--- src/rtl/imem_loader.sv ---
// Byte-stream program loader: frames of MAGIC, LEN_LO, LEN_HI, then N little-endian 32-bit words written to imem.
// Define IMEM_LOADER_CHECKSUM_EN to require a trailing XOR checksum byte (state CHK) before a frame is accepted.
module imem_loader #(
    parameter int unsigned      ALEN        = 32,
    parameter int unsigned      DEPTH_WORDS = 4096,
    parameter logic [ALEN-1:0]  BASE_ADDR   = 32'h0000_0000,
    parameter logic [7:0]       MAGIC       = 8'hA5
) (
    input  logic            clk,
    input  logic            rst,
    input  logic            rx_valid,
    input  logic [7:0]      rx_data,
    output logic            mem_we,
    output logic [ALEN-1:0] mem_addr,
    output logic [31:0]     mem_wdata,
    output logic            cpu_hold,
    output logic            load_done,
    output logic            load_error,
    output logic [15:0]     words_written
);

    typedef enum logic [2:0] {
        S_IDLE, S_LEN_LO, S_LEN_HI, S_DATA, S_CHK, S_DONE, S_ERROR
    } state_t;

    state_t            state_q, state_d;
    logic [15:0]       len_q, len_d;
    logic [1:0]        byte_idx_q, byte_idx_d;
    logic [23:0]       asm_q, asm_d;
    logic              mem_we_q, mem_we_d;
    logic [ALEN-1:0]   mem_addr_q, mem_addr_d;
    logic [31:0]       mem_wdata_q, mem_wdata_d;
    logic              cpu_hold_q, cpu_hold_d;
    logic              load_done_q, load_done_d;
    logic              load_error_q, load_error_d;
    logic [15:0]       words_written_q, words_written_d;
    logic [15:0]       frame_len;
    logic              is_magic;
    logic              finish;

    assign frame_len = {rx_data, len_q[7:0]};
    assign is_magic  = rx_valid && (rx_data == MAGIC);

`ifdef IMEM_LOADER_CHECKSUM_EN
    logic [7:0] chk_q, chk_d;

    // Running XOR over LEN_LO through the last data byte; cleared by any accepted MAGIC.
    always_comb begin
        chk_d = chk_q;
        if (rx_valid) begin
            if ((state_q == S_IDLE || state_q == S_DONE || state_q == S_ERROR) && is_magic)
                chk_d = 8'h00;
            else if (state_q == S_LEN_LO || state_q == S_LEN_HI || state_q == S_DATA)
                chk_d = chk_q ^ rx_data;
        end
    end

    always_ff @(posedge clk) begin
        if (rst) chk_q <= 8'h00;
        else     chk_q <= chk_d;
    end
`endif

    always_comb begin
        state_d         = state_q;
        len_d           = len_q;
        byte_idx_d      = byte_idx_q;
        asm_d           = asm_q;
        mem_we_d        = 1'b0;
        mem_addr_d      = mem_addr_q;
        mem_wdata_d     = mem_wdata_q;
        cpu_hold_d      = cpu_hold_q;
        load_done_d     = load_done_q;
        load_error_d    = load_error_q;
        words_written_d = words_written_q;
        finish          = 1'b0;

        case (state_q)
            S_IDLE, S_DONE, S_ERROR: begin
                if (is_magic) begin
                    state_d         = S_LEN_LO;
                    cpu_hold_d      = 1'b1;
                    load_done_d     = 1'b0;
                    load_error_d    = 1'b0;
                    words_written_d = 16'd0;
                end
            end
            S_LEN_LO: begin
                if (rx_valid) begin
                    len_d[7:0] = rx_data;
                    state_d    = S_LEN_HI;
                end
            end
            S_LEN_HI: begin
                if (rx_valid) begin
                    len_d      = frame_len;
                    byte_idx_d = 2'd0;
                    if (frame_len == 16'd0) begin
                        finish = 1'b1;
                    end else if (32'(frame_len) > DEPTH_WORDS) begin
                        state_d      = S_ERROR;
                        load_error_d = 1'b1;
                    end else begin
                        state_d = S_DATA;
                    end
                end
            end
            S_DATA: begin
                if (rx_valid) begin
                    byte_idx_d = byte_idx_q + 2'd1;
                    asm_d      = {rx_data, asm_q[23:8]};
                    // words_written doubles as the word index of the next write.
                    if (byte_idx_q == 2'd3) begin
                        mem_we_d        = 1'b1;
                        mem_addr_d      = BASE_ADDR + ALEN'({words_written_q, 2'b00});
                        mem_wdata_d     = {rx_data, asm_q};
                        words_written_d = words_written_q + 16'd1;
                        if (words_written_q == len_q - 16'd1) finish = 1'b1;
                    end
                end
            end
`ifdef IMEM_LOADER_CHECKSUM_EN
            S_CHK: begin
                if (rx_valid) begin
                    if (rx_data == chk_q) begin
                        state_d     = S_DONE;
                        cpu_hold_d  = 1'b0;
                        load_done_d = 1'b1;
                    end else begin
                        state_d      = S_ERROR;
                        load_error_d = 1'b1;
                    end
                end
            end
`endif
            default: state_d = S_IDLE;
        endcase

        if (finish) begin
`ifdef IMEM_LOADER_CHECKSUM_EN
            state_d = S_CHK;
`else
            state_d     = S_DONE;
            cpu_hold_d  = 1'b0;
            load_done_d = 1'b1;
`endif
        end
    end

    always_ff @(posedge clk) begin
        if (rst) begin
            state_q         <= S_IDLE;
            len_q           <= 16'd0;
            byte_idx_q      <= 2'd0;
            asm_q           <= 24'd0;
            mem_we_q        <= 1'b0;
            mem_addr_q      <= BASE_ADDR;
            mem_wdata_q     <= 32'd0;
            cpu_hold_q      <= 1'b0;
            load_done_q     <= 1'b0;
            load_error_q    <= 1'b0;
            words_written_q <= 16'd0;
        end else begin
            state_q         <= state_d;
            len_q           <= len_d;
            byte_idx_q      <= byte_idx_d;
            asm_q           <= asm_d;
            mem_we_q        <= mem_we_d;
            mem_addr_q      <= mem_addr_d;
            mem_wdata_q     <= mem_wdata_d;
            cpu_hold_q      <= cpu_hold_d;
            load_done_q     <= load_done_d;
            load_error_q    <= load_error_d;
            words_written_q <= words_written_d;
        end
    end

    assign mem_we        = mem_we_q;
    assign mem_addr      = mem_addr_q;
    assign mem_wdata     = mem_wdata_q;
    assign cpu_hold      = cpu_hold_q;
    assign load_done     = load_done_q;
    assign load_error    = load_error_q;
    assign words_written = words_written_q;

endmodule

--- config.mk ---
export PLATFORM = sky130hd
export DESIGN_NAME = imem_loader
export DESIGN_NICKNAME = d
export VERILOG_FILES = /design/src/rtl/imem_loader.sv
export SDC_FILE = /design/constraint.sdc
export NUM_CORES = 1
export LEC_CHECK = 0
export BUFFER_PORTS_ARGS = -buffer_cell sky130_fd_sc_hd__buf_2
export CAP_MARGIN = 10
export CORE_ASPECT_RATIO = 0.75
export CORE_UTILIZATION = 55
export DETAILED_ROUTE_END_ITERATION = 10
export PLACE_DENSITY = 0.83
export SLEW_MARGIN = 15
export SYNTH_ARGS = -nofsm -noshare
export SYNTH_HDL_FRONTEND = slang
export SYNTH_SLANG_ARGS = --single-unit
--- constraint.sdc ---
create_clock -name clk -period 3.1 [get_ports clk]
set_clock_uncertainty 0.1 [all_clocks]
set_input_delay 0.62 -clock clk [delete_from_list [all_inputs] [get_ports clk]]
set_output_delay 0.62 -clock clk [all_outputs]
set_load 0.01 [all_outputs]
==> results.md <==
- Share of cells above drive strength 1: about 18%
- Clock share of power: between 50% and 60%
- Final WL: about 13000 µm
- Post-synth EDFFs: 0
- Area Growth Syn to Fin: 19.0%
- Sw power: ~820 µW
- Crit path max fanout: 5
- Slew Viols, Final: 0
- Mux cell area share after synthesis: about 1.6%
- Internal cell power: 2.63 mW
- CP max stage delay: 0.63 ns
- Cts bufs inserted: 17
- Simple-Gate Fraction of Synth Area: roughly a quarter
- Mapped cell area: slightly above 0.005 mm²
- Clk buf depth: 2
- DRC viols: 0
- Clk pin slew, worst setup/hold paths: roughly 0.06 ns
- N_diodes: 0
- Combinational Power Share: under 10%
- Leak: approximately 2.4 nW
- Initial antenna violation count: 0
- Final GP Congestion: between 0.9 and 1
- Chip Width: 113 µm
- Flop-to-flop setup slack: 0.16 ns
- Core Region: about 0.0090 mm²
- DR iter-0 viols: around 360
- Critical path, cell by cell: inv_1 > ha_1 > nor4b_4 > nand4_1 > xnor2_1 > or4_1 > o41ai_1 > a211oi_1
- Final-stage net count: ~730
- Num ports: 95
- Reg2Reg Depth: 8
- Critical Path Slowest Stage Cell: o41ai_1
- Area contributors post-synth: dfxtp_1 (44%), nand2_1 (13%), a21oi_1 (9.3%)
- Yosys reg bits: between 100 and 150
- Largest net degree at the start of global routing: 99
- Synth Warn #: 0
- Die Height: approximately 85 µm
- Syn Inst Count: around 650
- Hold Path Depth: 2
- Via count: 4714
- Switch share: between 20% and 30%
- Status: completed
- Global-route wire length before repair: between 20000 and 25000 µm
- H-tree Lvls: 4
- Post-cts hold buffer count: 0
- DRT antenna net count: 0
- Total GRT Usage: approximately 28%
- Initial core utilization: about 57%
- Number of post-CTS setup repair buffers: 0
- Min Clock Period, post-route: between 2 and 3 ns
- CP Launch Type: register
- Total die area: 0.00967 mm²
- Max cap viols: 0
- Final HPWL DP: 8740 µm
- Worst hold slack: 0.351 ns
- CTS resizes: 0
- Grt ovf: 0
- Async SR Flop Fraction: 0%
- Post-synthesis compound-gate area fraction: about 15%
- Crit path DAT: roughly 3.1 ns
- Xor and xnor area share after synthesis: 5.83%
- Avg Synthesized Cell Area: 7.86 µm²
- Util after Layout: between 60% and 70%
- Fmax achieved: approximately 340 MHz
- Max VDD drop: 0.000327 V
- Worst hold path type: reg2reg
- Most numerous cell in the Yosys netlist: nand2_1
- Vias in the first global route: 4248
- Hold path startpoint: mem_wdata[10]
- Synth cell count leaders: nand2_1 (181), dfxtp_1 (113), a21oi_1 (95), nor2_1 (40), clkbuf_1 (39)
- Port bufs: 78
- Cell family with most CP delay: simple AND/OR/NAND/NOR gates
- Hold violation total from the final report: 0
- Clock Sinks: between 100 and 150
- Largest area contributor in the netlist: dfxtp_1
- Top FF cell, synth: dfxtp_1
- Row count: 30
- Post-Synth Adder-Cell Area: 0.735%
- Seq/Total Area, Yosys: 44.3%
- Reg-to-reg endpoint: cpu_hold
- Yosys top cell area share: approximately 44%
- Root Buffer: clkbuf_16
- Worst slew pin tran: 1.24 ns
- Clk_lat worst skew: slightly above 0.4 ns
- Share of power burned in registers: approximately 43%
- Count of different cell masters after synthesis: 62
- Setup CP Type: reg2reg
- Average via count per standard cell: ~5.6
- Reg-to-reg startpoint: len_q[0]
- CP Buf/Inv Count: 1
- Routed len/inst: roughly 15 µm
- Worst relative slew slack: between 10% and 20%
- Final total power: roughly 3.5 mW
- Hold endpoint: mem_wdata[10]
- Setup violators final: 0
- Req. time, crit path: approximately 3.3 ns
- Period utilization: 94.9%
- Largest family of logic cells by synthesized area: simple AND/OR/NAND/NOR gates
- Pre-antenna DRT Iters: 5
- CTS tree: built
- Cell Pwr Density: between 500 and 600 mW/mm²
- CP Capture Type: register
tightest hold or removal path, cell delays in order, from the launching register on:
cell and delay [ns]:
dfxtp_1 0.30, nand2_1 0.05, a21oi_1 0.05
state kept, by name (all words and copies together), names as in the netlist:
signal,flops
mem_we,1
load_error,1
load_done,1
mem_wdata,32
words_written,16
len_q,16
state_q,3
mem_addr,16
byte_idx_q,2
asm_q,24
cpu_hold,1
how the worst max path moves through the flow:
stage	cells past startpoint	to	slack [ns]	start
after floorplan	8	load_done	0.39	len_q[0]
after global routing	8	cpu_hold	-0.006	len_q[0]
after CTS	8	load_done	0.11	len_q[0]
after detailed placement	8	load_done	0.13	len_q[0]
after global placement	8	load_done	0.29	len_q[0]
final	8	cpu_hold	0.16	len_q[0]
through the flow:
step | setup WS, ns | cell area (µm²) | cells | TNS, ns
2_1_floorplan | 0.393 | 5160 | 664 | 0
3_3_place_gp | 0.287 | 5490 | 803 | 0
3_5_place_dp | 0.127 | 5490 | 803 | 0
4_1_cts | 0.113 | 6060 | 835 | 0
5_1_grt | -0.00578 | 6070 | 837 | -0.00578
6_report | 0.157 | 6070 | 837 | 0
cells in the final DEF, fill, tap and decap left out, types with 10 or more instances in the layout:
cell type,count
a21oi_1,95
nor3_1,10
nand2_1,180
xnor2_1,23
xor2_1,11
dfxtp_1,113
buf_2,78
conb_1,16
nor4_1,11
clkbuf_16,17
nor2_1,40
per-layer routing:
layer | vias to the layer above | global-route usage, % | part of all wire, %
met5 | - | 0 | 0
li1 | 2292 | - | -
met4 | 0 | 9.45 | 1.4
met1 | 2223 | 38.5 | 47
met3 | 19 | 7.14 | 7.0
met2 | 180 | 41.8 | 45
area by class of cell:
type	instances	area (µm²)
fillers	754	2940
repair buffers	88	490
flip-flops and latches	113	2260
clock inverters	14	131
clock buffers	18	439
inverters	9	33.8
multi-input cells	483	2580
well taps	112	140
cell families (layout without fill, tap and decap cells):
logic type | Yosys count | in the layout
flip-flops | 113 | 113
multiplexers | 8 | 8
other | 1 | 16
adder cells (fa/ha/maj) | 3 | 3
AO/OA/AOI/OAI | 128 | 128
buffers and inverters | 68 | 129
XOR/XNOR | 34 | 34
AND/OR/NAND/NOR | 294 | 294
power groups by stage:
| stage | clock network, mW | logic (mW) | registers, mW |
|---|---|---|---|
| after CTS | 1.86 | 0.133 | 1.47 |
| after detailed placement | 0 | 0.132 | 1.50 |
| after global routing | 1.94 | 0.148 | 1.47 |
| after global placement | 0 | 0.129 | 1.50 |
| after floorplan | 0 | 0.111 | 1.50 |
| final | 1.85 | 0.137 | 1.47 |
Power figures use the tool's default switching activity.
